**src/rtl/instr_fetch_unit.sv**
```systemverilog
// Instruction-fetch stage for the multicycle MIPS CPU: PC, next-PC select, req/ack IMEM fetch, IR latch.
// Optional performance counters are enabled by defining IFU_PERF_CNT_EN.
module instr_fetch_unit #(
    parameter int                ADDR_W    = 32,
    parameter int                DATA_W    = 32,
    parameter logic [ADDR_W-1:0] RESET_VEC = '0,
    parameter int                MAX_WAIT  = 15
) (
    input  logic              clk,
    input  logic              Reset,
    input  logic              fetch_go,
    input  logic [1:0]        pc_src,
    input  logic [ADDR_W-1:0] br_offset,
    input  logic [ADDR_W-1:0] reg_target,
    input  logic [25:0]       jump_index,
    output logic              imem_req,
    output logic [ADDR_W-1:0] imem_addr,
    input  logic              imem_ack,
    input  logic [DATA_W-1:0] imem_rdata,
    output logic [DATA_W-1:0] ir,
    output logic              ir_valid,
    output logic [ADDR_W-1:0] pc,
    output logic [ADDR_W-1:0] pc_plus4,
    output logic              busy,
    output logic              fetch_err,
    output logic [31:0]       fetch_cnt,
    output logic [31:0]       stall_cnt
);

    localparam int                WAIT_W    = (MAX_WAIT < 2) ? 1 : $clog2(MAX_WAIT);
    localparam logic [WAIT_W-1:0] WAIT_LAST = WAIT_W'(MAX_WAIT - 1);

    typedef enum logic {IDLE, REQ} state_t;

    state_t            state, state_next;
    logic              first;
    logic [WAIT_W-1:0] wait_cnt;
    logic [ADDR_W-1:0] target;
    logic [ADDR_W-1:0] jump_target;
    logic              misaligned;
    logic              launch, take, timeout;

    assign pc_plus4 = pc + ADDR_W'(4);
    assign busy     = (state == REQ);
    assign imem_req = (state == REQ);

    generate
        if (ADDR_W > 28) begin : g_jump_hi
            assign jump_target = {pc[ADDR_W-1:28], jump_index, 2'b00};
        end else begin : g_jump_lo
            assign jump_target = {jump_index, 2'b00};
        end
    endgenerate

    // The very first fetch after reset always goes to RESET_VEC, whatever pc_src says.
    always_comb begin
        target = pc_plus4;
        if (first) begin
            target = RESET_VEC;
        end else begin
            case (pc_src)
                2'd0:    target = pc_plus4;
                2'd1:    target = pc_plus4 + (br_offset << 2);
                2'd2:    target = reg_target;
                default: target = jump_target;
            endcase
        end
    end

    assign misaligned = (target[1:0] != 2'b00);

    // NOTE: every signal gets a default before the case so no path leaves one unassigned (no latches).
    always_comb begin
        state_next = state;
        launch     = 1'b0;
        take       = 1'b0;
        timeout    = 1'b0;
        case (state)
            IDLE: begin
                if (fetch_go) begin
                    launch = 1'b1;
                    if (!misaligned) state_next = REQ;
                end
            end
            REQ: begin
                if (imem_ack) begin
                    take       = 1'b1;
                    state_next = IDLE;
                end else if (wait_cnt == WAIT_LAST) begin
                    timeout    = 1'b1;
                    state_next = IDLE;
                end
            end
            default: state_next = IDLE;
        endcase
    end

    // NOTE: sequential state uses non-blocking assignments so all flops update from pre-edge values.
    always_ff @(posedge clk or negedge Reset) begin
        if (!Reset) state <= IDLE;
        else        state <= state_next;
    end

    always_ff @(posedge clk or negedge Reset) begin
        if (!Reset) begin
            pc        <= RESET_VEC;
            imem_addr <= RESET_VEC;
            ir        <= '0;
            ir_valid  <= 1'b0;
            fetch_err <= 1'b0;
            first     <= 1'b1;
            wait_cnt  <= '0;
        end else begin
            if (launch) begin
                imem_addr <= target;
                ir_valid  <= 1'b0;
                fetch_err <= misaligned;
                wait_cnt  <= '0;
                first     <= 1'b0;
            end
            if (take) begin
                ir       <= imem_rdata;
                pc       <= imem_addr;
                ir_valid <= 1'b1;
            end
            if (busy && !imem_ack) wait_cnt <= wait_cnt + WAIT_W'(1);
            if (timeout) fetch_err <= 1'b1;
        end
    end

`ifdef IFU_PERF_CNT_EN
    always_ff @(posedge clk or negedge Reset) begin
        if (!Reset) begin
            fetch_cnt <= '0;
            stall_cnt <= '0;
        end else begin
            if (take)               fetch_cnt <= fetch_cnt + 32'd1;
            if (busy && !imem_ack)  stall_cnt <= stall_cnt + 32'd1;
        end
    end
`else
    assign fetch_cnt = '0;
    assign stall_cnt = '0;
`endif

endmodule

```
**config.mk**
```make
export PLATFORM = sky130hd
export DESIGN_NAME = instr_fetch_unit
export DESIGN_NICKNAME = d
export VERILOG_FILES = /design/src/rtl/instr_fetch_unit.sv
export SDC_FILE = /design/constraint.sdc
export NUM_CORES = 1
export LEC_CHECK = 0
export BUFFER_PORTS_ARGS = -buffer_cell sky130_fd_sc_hd__buf_4
export CAP_MARGIN = 15
export CORE_UTILIZATION = 35
export CTS_CLUSTER_DIAMETER = 30
export DETAILED_ROUTE_END_ITERATION = 8
export GPL_TIMING_DRIVEN = 0
export PLACE_DENSITY = 0.59
export RECOVER_POWER = 25
export SLEW_MARGIN = 15
export SYNTH_ARGS = -nofsm -noshare
export SYNTH_HDL_FRONTEND = slang
export SYNTH_SLANG_ARGS = --single-unit
```
**constraint.sdc**
```tcl
create_clock -name clk -period 3.7 [get_ports clk]
set_input_delay 0.74 -clock clk [delete_from_list [all_inputs] [get_ports clk]]
set_output_delay 0.74 -clock clk [all_outputs]
set_load 0.01 [all_outputs]
```
==> impl_summary.txt, run 1 <==
----------------------------------------------------
[Critical path]
  Category of the most critical setup path ... register to register
  Ordered cell list for the critical path ... ha_4, and3_4, nand3_4, nor3_4, nand4_1, xnor2_2, ha_4, or3_1, o21ai_2, a21oi_2, a221o_1, a21oi_1, a21oi_1, o311a_1, a31oi_1
  Critical Path Source Type ... register
  Peak per-stage delay on the critical path ... about 0.41 ns
  Arrival time of data at the critical path endpoint ... 3.87 ns
  CP Data Required Time ... between 3 and 4 ns
  Critical path fanouts, max ... 4
  Buffer and inverter count on the worst path ... 0
  Worst reg2reg setup slack ... 0.11 ns
  Category of cells accounting for the largest share of critical-path delay ... compound AO/OA/AOI/OAI gates
  Nature of the critical path endpoint ... register
  Slowest cell on the critical path ... dfrtp_2

[Outcome]
  Run status ... finished, violations left
  Failing checks ... max-capacitance violations, max-slew violations

[Final layout]
  Highest-count cells in the layout ignoring fill and taps ... buf_4, dfrtp_1, mux2_2
  Layout Cell Area excl Fill ... 10,900 sq um
  Most frequent standard cell in the layout excluding fill and tap cells ... buf_4
  Share of final-layout standard cells stronger than drive strength 1 ... 47.8%
  Net total in the final layout ... 1,279
  Area added between synthesis and finish ... 45.3%

[CTS]
  CTS Buf Count ... 9
  Hold buffers post-CTS ... 0
  Buffer depth of the longest clock path ... 2
  Clock network latency to the later pin of the worst-skew pair ... 0.36 ns
  Maximum level of the CTS H-tree ... 3
  CTS clock-pin slew for the worst setup and hold paths ... about 0.080 ns
  Clock tree from TritonCTS ... yes
  Sinks on the clock net ... 104
  Clock Root Buffer ... clkbuf_16

[Floorplan]
  Floorplan die width ... 148 microns
  Placeable core area ... 21,000 sq um
  Ports placed on the boundary ... 324
  Overall die height ... 148 microns
  Initial core utilization ... 35.6%
  Die Area ... 22,000 sq um
  Number of rows in the core area ... 53

[Global routing]
  Largest net degree at the start of global routing ... 105
  Routing usage on met1 ... 33.1%
  First-pass GRT wire length ... 39.5 mm
  Overall overflow remaining after global route ... 0
  Met2 routing resource usage after global routing ... about two fifths
  GRT Overall Usage ... 24.3%
  Met3 Use GR ... under 10%
  Gr busiest metal ... met2
  Initial antenna violation count ... 2
  Number of global-route vias before repair ... between 6k and 7k

[STA]
  Total Neg Setup Slack ... 0 ns
  Pins over their slew limit ... between 100 and 150
  Count of endpoints failing hold in the final timing report ... 0
  Clock Skews ... 0.0112 ns
  Final period util ... 96.9%
  Maximum frequency from static timing analysis ... 279 MHz
  Worst slew pin tran ... 2.67 ns
  Max-slew headroom at the worst pin ... -78.2%
  Min Tclk post-route ... approximately 3.6 ns
  Setup repair after global routing missed its margin ... true
  Count of final setup violators ... 0

[Logic synthesis]
  Syn Std Cell Area ... 7490 sq um
  Proportion of synthesized chip area in sequential cells ... 34.8%
  Number of warning messages in the yosys log ... 0
  Number of synthesized register bits ... 104
  Main flop type after synthesis ... dfrtp_1
  Post-synthesis cell count ... 756
  Distinct cell type count after synthesis ... 72
  Post-synth EDFFs ... 0
  Post-synthesis average cell area ... between 9 and 10 sq um
  FFs w/ async S/R, synth ... 100%

[Drt]
  1st-pass router iterations ... 5
  Number of design-rule violations left by the first detailed-router iteration ... 440
  Total via count in the routed design ... 7,154
  Via density per instance ... 5.13
  Drt wl/cell ... 19.6 microns
  Total wire length after detailed routing ... 27.3 mm
  Drc violations ... 0
  Residual antenna-violating net count after detailed routing ... 0

[Placed design]
  Placed Instance Area ... between 9000 and 10,000 sq um
  Half-perimeter wire length of the detailed placement result ... ~21 mm
  Number of port buffers ... 256
  Final Wtd Congestion ... 0.905

[Pwr]
  Switching share of total power ... roughly 43%
  Sequential group share of total power ... 27.1%
  Share of power burned in the clock network ... between 10% and 20%
  Maximum resistive drop on vdd ... 0.000322 V
  Leak ... 5.36 nW
  P_int ... 4.75 mW
  Combinational share of power ... 61.4%
  Power spent charging and discharging nets ... 3.52 mW
  Power density over the cells ... 760 nW/um^2

[Hold path]
  Path class of the lowest-slack min-delay path ... register to register

[Flow run]
  Total of max-cap violations ... 1

----------------------------------------------------
[synth_stat cells, types with 4 or more instances]
cell	instances	area [sq um]
dfrtp_1	103	2580
a21o_1	22	165
a31oi_1	4	25.0
xor2_1	12	105
a211oi_1	6	45.0
buf_4	67	503
clkbuf_1	21	78.8
mux2_2	70	788
a22o_1	12	105
o221ai_1	5	43.8
nand3_1	23	115
mux4_2	12	270
nor2b_1	9	56.3
and2_1	6	37.5
xnor2_1	32	280
inv_1	15	56.3
mux2i_1	11	110
o21ai_0	34	170
nor2_1	43	161
nand2b_1	10	62.6
a21oi_1	34	170
o21a_1	6	45.0
o21ai_1	5	25.0
a221oi_1	4	35.0
buf_1	4	15.0
ha_1	36	450
nand4_1	12	75.1
and4_1	6	52.6
and3_1	10	62.6
nor3_1	5	25.0
nand2_1	56	210
o31ai_1	4	30.0
[layout make-up]
class	instances	area [sq um]
flip-flops and latches	104	2620
diodes	2	5.00
repair buffers	288	2170
fillers	2040	10100
multi-input cells	605	4800
well taps	275	344
clock buffers	9	225
clock inverters	6	51.3
inverters	15	56.3
plain buffers	91	599
[kinds of logic (layout without fill, tap and decap cells)]
logic type / Yosys count / count (layout) / synth area share [%]
adders and majority gates: 37 / 37 / 6.28
xor gates and xnor gates: 44 / 44 / 5.15
muxes: 93 / 93 / 15.6
other: 1 / 66 / 0.0501
buffers and inverters: 110 / 409 / 8.93
and+or+nand+nor: 200 / 200 / 13.6
AOI/OAI and AO/OA: 167 / 167 / 15.6
DFF: 104 / 104 / 34.8
[worst reg2reg max path, cell delays in order, from the launching register on]
cell	delay, ns
dfrtp_2	0.41
ha_4	0.17
and3_4	0.22
nand3_4	0.12
nor3_4	0.31
nand4_1	0.19
xnor2_2	0.29
ha_4	0.25
or3_1	0.32
o21ai_2	0.08
a21oi_2	0.06
a221o_1	0.36
a21oi_1	0.15
a21oi_1	0.06
o311a_1	0.37
a31oi_1	0.15
[path summary, 6_finish.rpt]
path,from,endpoint,cells past startpoint
worst max-delay path,pc[2],imem_addr[30],15
worst min-delay path,wait_cnt[3],wait_cnt[3],1
worst max register to register,pc[2],imem_addr[30],15
worst min register to register,wait_cnt[3],wait_cnt[3],1
max in group asynchronous,Reset,pc[16],1
min in group asynchronous,Reset,ir[1],1
[power by group through the flow]
stage	clock [mW]	combinational, mW	sequential, mW
floorplan	0	2.46	2.34
global placement	0	4.55	2.20
detailed placement	0	4.58	2.22
CTS	0.981	4.76	2.24
global route	1.02	5.46	2.32
finish	0.954	5.07	2.24
[per-layer routing]
metal  part of all wire, %  vias up
met5                     0        -
met4                   4.1        0
met3                   6.0       57
met2                    46      316
met1                    44     3432
li1                      -     3349
[flip-flops by register name, indices dropped and copies added (netlist names)]
register   cells
fetch_err      1
busy           1
pc            32
ir            32
imem_addr     32
first          1
wait_cnt       4
ir_valid       1
[stage by stage]
step | hold slack, ns | power, mW | util (%) | setup slack [ns] | std cells
floorplan | 0.438 | 4.80 | - | 0.0273 | 819
global placement | 0.458 | 6.75 | 47.5 | -0.779 | 1350
detailed placement | 0.465 | 6.80 | 47.5 | -0.791 | 1350
CTS | 0.476 | 7.98 | 50.3 | -0.00310 | 1375
global route | 0.502 | 8.80 | 51.7 | -0.0412 | 1395
finish | 0.484 | 8.27 | 51.7 | 0.114 | 1395
[what timing repair did]
item / in CTS / in global routing
endpoints found under the hold margin: 0 / 0
pin swaps: 12 / 24
endpoints found under the setup margin: 15 / 12
resized for setup: 51 / 36
setup buffers: 11 / 21
(Power assumes the default switching activity.)
==> run 2: changes to the inputs <==
CTS_CLUSTER_SIZE = 10   (was unset)
SETUP_SLACK_MARGIN = 0.3   (was unset)
==> impl_summary.txt, run 2 (synthesis results as in run 1) <==
----------------------------------------------------
[Outcome]
  Run status ... finished clean

[Critical path]
  Count of cells along the worst register-to-register path ... 16 (+1)
  Levels on crit path ... 16 (+1)
  Arrival time of data at the critical path endpoint ... 3.88 ns (about the same)
  Category of the most critical setup path ... register to register
  Slowest cell on the critical path ... dfrtp_2
  Critical Path Source Type ... register
  Peak per-stage delay on the critical path ... 0.42 ns (about the same)
  Capturing point of the worst reg2reg path ... imem_addr[31]
  Ordered cell list for the critical path ... ha_4, nand3_4, nor3_4, nand2_2, xnor2_4, ha_4, and4_4, nand3_1, a21oi_2, o31a_1, buf_4, a31oi_4, o31ai_2, xnor2_1, mux2i_1, a22o_1
  Worst reg2reg setup slack ... 0.11 ns (about the same)
  Category of cells accounting for the largest share of critical-path delay ... compound AO/OA/AOI/OAI gates
  Critical path fanouts, max ... 5 (+1)
  Most frequent cell on the critical path ... ha_4
  CP Data Required Time ... 3.99 ns (about the same)
  Buffer and inverter count on the worst path ... 1 (+1)
  Endpoint of the worst setup timing path ... imem_addr[31]
  R2r startpoint ... pc[2]
  Critical path launch point ... pc[2]
  Nature of the critical path endpoint ... register

[STA]
  Worst slew pin tran ... 1.47 ns (-1.20 ns)
  Worst Hold Slack ... 0.501 ns (+0.0166 ns)
  Count of final setup violators ... 0 (unchanged)
  Pins over their slew limit ... 0 (-100%)
  Final period util ... 97.0% (+0.11 points)
  Max-slew headroom at the worst pin ... 2.08% (+80 points)
  Worst Slack Setup Final ... 0.110 ns (-0.00411 ns)
  Setup repair after global routing missed its margin ... true
  Min Tclk post-route ... 3.59 ns (+0.00411 ns)
  Maximum frequency from static timing analysis ... 279 MHz (-0.11%)
  Count of endpoints failing hold in the final timing report ... 0 (unchanged)
  Clock Skews ... 0.00797 ns (-0.00323 ns)

[Flow run]
  Total of max-cap violations ... 0 (-1)

[Drt]
  Residual antenna-violating net count after detailed routing ... 0 (unchanged)
  Number of design-rule violations left by the first detailed-router iteration ... 350 (-20%)
  Total wire length after detailed routing ... 26.6 mm (-2.6%)
  1st-pass router iterations ... 5 (unchanged)
  Drt wl/cell ... 18.5 microns (-5.8%)
  Total via count in the routed design ... 7,158 (+0.056%)
  Via density per instance ... 4.96 (-3.2%)
  Drc violations ... 0 (unchanged)

[Final layout]
  Area added between synthesis and finish ... 54.3%
  Most frequent standard cell in the layout excluding fill and tap cells ... buf_4
  Fillcell total ... 1,895 (-7.1%)
  Layout Cell Area excl Fill ... 11,500 sq um (+6.2%)
  Net total in the final layout ... 1,327 (+3.8%)
  Diodes inserted ... 0 (-2)
  Share of final-layout standard cells stronger than drive strength 1 ... 52.5% (+4.8 points)
  Highest-count cells in the layout ignoring fill and taps ... buf_4, dfrtp_1, mux2_2
  Largest registers ... imem_addr: 32 flops, ir: 32 flops, pc: 32 flops

[Floorplan]
  Number of rows in the core area ... 53 (unchanged)
  Floorplan die width ... 148 microns (unchanged)
  Initial core utilization ... 35.6% (unchanged)
  Overall die height ... 148 microns (unchanged)
  Placeable core area ... 21,000 sq um (unchanged)
  Die Area ... 22,000 sq um (unchanged)
  Ports placed on the boundary ... 324 (unchanged)

[CTS]
  Clock tree from TritonCTS ... yes
  CTS Buf Count ... 9 (unchanged)
  Clock network latency to the later pin of the worst-skew pair ... 0.35 ns (about the same)
  Maximum level of the CTS H-tree ... 3 (unchanged)
  CTS clock-pin slew for the worst setup and hold paths ... 0.08 ns (about the same)
  Sinks on the clock net ... 104 (unchanged)
  Hold buffers post-CTS ... 0 (unchanged)
  Clock Root Buffer ... clkbuf_16
  Buffer depth of the longest clock path ... 2 (unchanged)

[Global routing]
  Initial antenna violation count ... 0 (-2)
  Largest net degree at the start of global routing ... 79 (-25%)
  First-pass GRT wire length ... 39.1 mm (-1.2%)
  Number of global-route vias before repair ... 6,745 (+3.0%)
  Overall overflow remaining after global route ... 0 (unchanged)
  GRT Overall Usage ... 23.6% (-0.73 points)

[Placed design]
  Worst slack at placement ... -0.561 ns (+0.230 ns)
  Placed Instance Area ... 10,200 sq um (+1.7%)
  Number of port buffers ... 256 (unchanged)
  Half-perimeter wire length of the detailed placement result ... 19.8 mm (-3.7%)
  Final Wtd Congestion ... 0.921 (+1.8%)

[Pwr]
  Maximum resistive drop on vdd ... 0.000375 V (+17%)
  Leak ... 5.68 nW (+5.9%)
  Power density over the cells ... 759 nW/um^2 (-0.23%)

[Hold path]
  Worst Min Path Start ... wait_cnt[3]
  Path class of the lowest-slack min-delay path ... register to register

----------------------------------------------------
-- run 2: cell count changes in the layout (fill, tap and decap cells not counted), sizes merged --
cell,delta
buf,+42
clkbuf,+6
clkinv,+1
diode,-2
-- run 2: layout make-up --
cell class                 count  area (sq um)  share of cell area, %
inverter                      15          56.3                  0.488
sequential                   104          2620                   22.7
buffer                        95           634                   5.49
clock inverter                 7          68.8                  0.596
multi-input combinational    605          5090                   44.1
tap                          275           344                   2.98
clock buffer                   9           225                   1.95
timing repair buffer         332          2510                   21.7
-- run 2: through the flow --
| stage | instances | setup TNS, ns | total power, mW | utilization (%) |
|---|---|---|---|---|
| after global routing | 1442 | -0.00775 | 9.32 | 54.9 |
| after detailed placement | 1351 | -2.62 | 6.85 | 48.3 |
| final | 1442 | 0 | 8.76 | 54.9 |
| after CTS | 1405 | 0 | 8.33 | 52.6 |
| after global placement | 1350 | -2.64 | 6.81 | 48.2 |
| after floorplan | 819 | 0 | 4.89 | - |
-- run 2: routing by layer --
| metal | share of wire, % | GRT usage, % | vias to the layer above |
|---|---|---|---|
| met5 | 0 | 0 | - |
| met4 | 1.4 | 5.05 | 0 |
| met3 | 7.0 | 4.88 | 25 |
| met2 | 48 | 39.4 | 268 |
| met1 | 43 | 31.5 | 3420 |
| li1 | - | - | 3445 |
-- run 2: repair_timing --
action | 4_1_cts | 5_1_grt
pin swaps | 33 | 50
setup buffers | 38 | 36
gates resized for setup | 72 | 44
setup endpoints to repair | 17 | 15
gates cloned | 0 | 1
-- run 2: worst min-delay path by stage --
stage                        to  cells past startpoint
global route        wait_cnt[3]                      1
global placement    wait_cnt[3]                      1
detailed placement  wait_cnt[3]                      1
floorplan                  busy                      0
CTS                      ir[15]                      1
finish              wait_cnt[3]                      1
-- run 2: report_power, final --
group	switching, mW	internal (mW)
sequential	0.524	1.68
combinational	2.62	2.96
clock	0.500	0.477
total	3.65	5.11
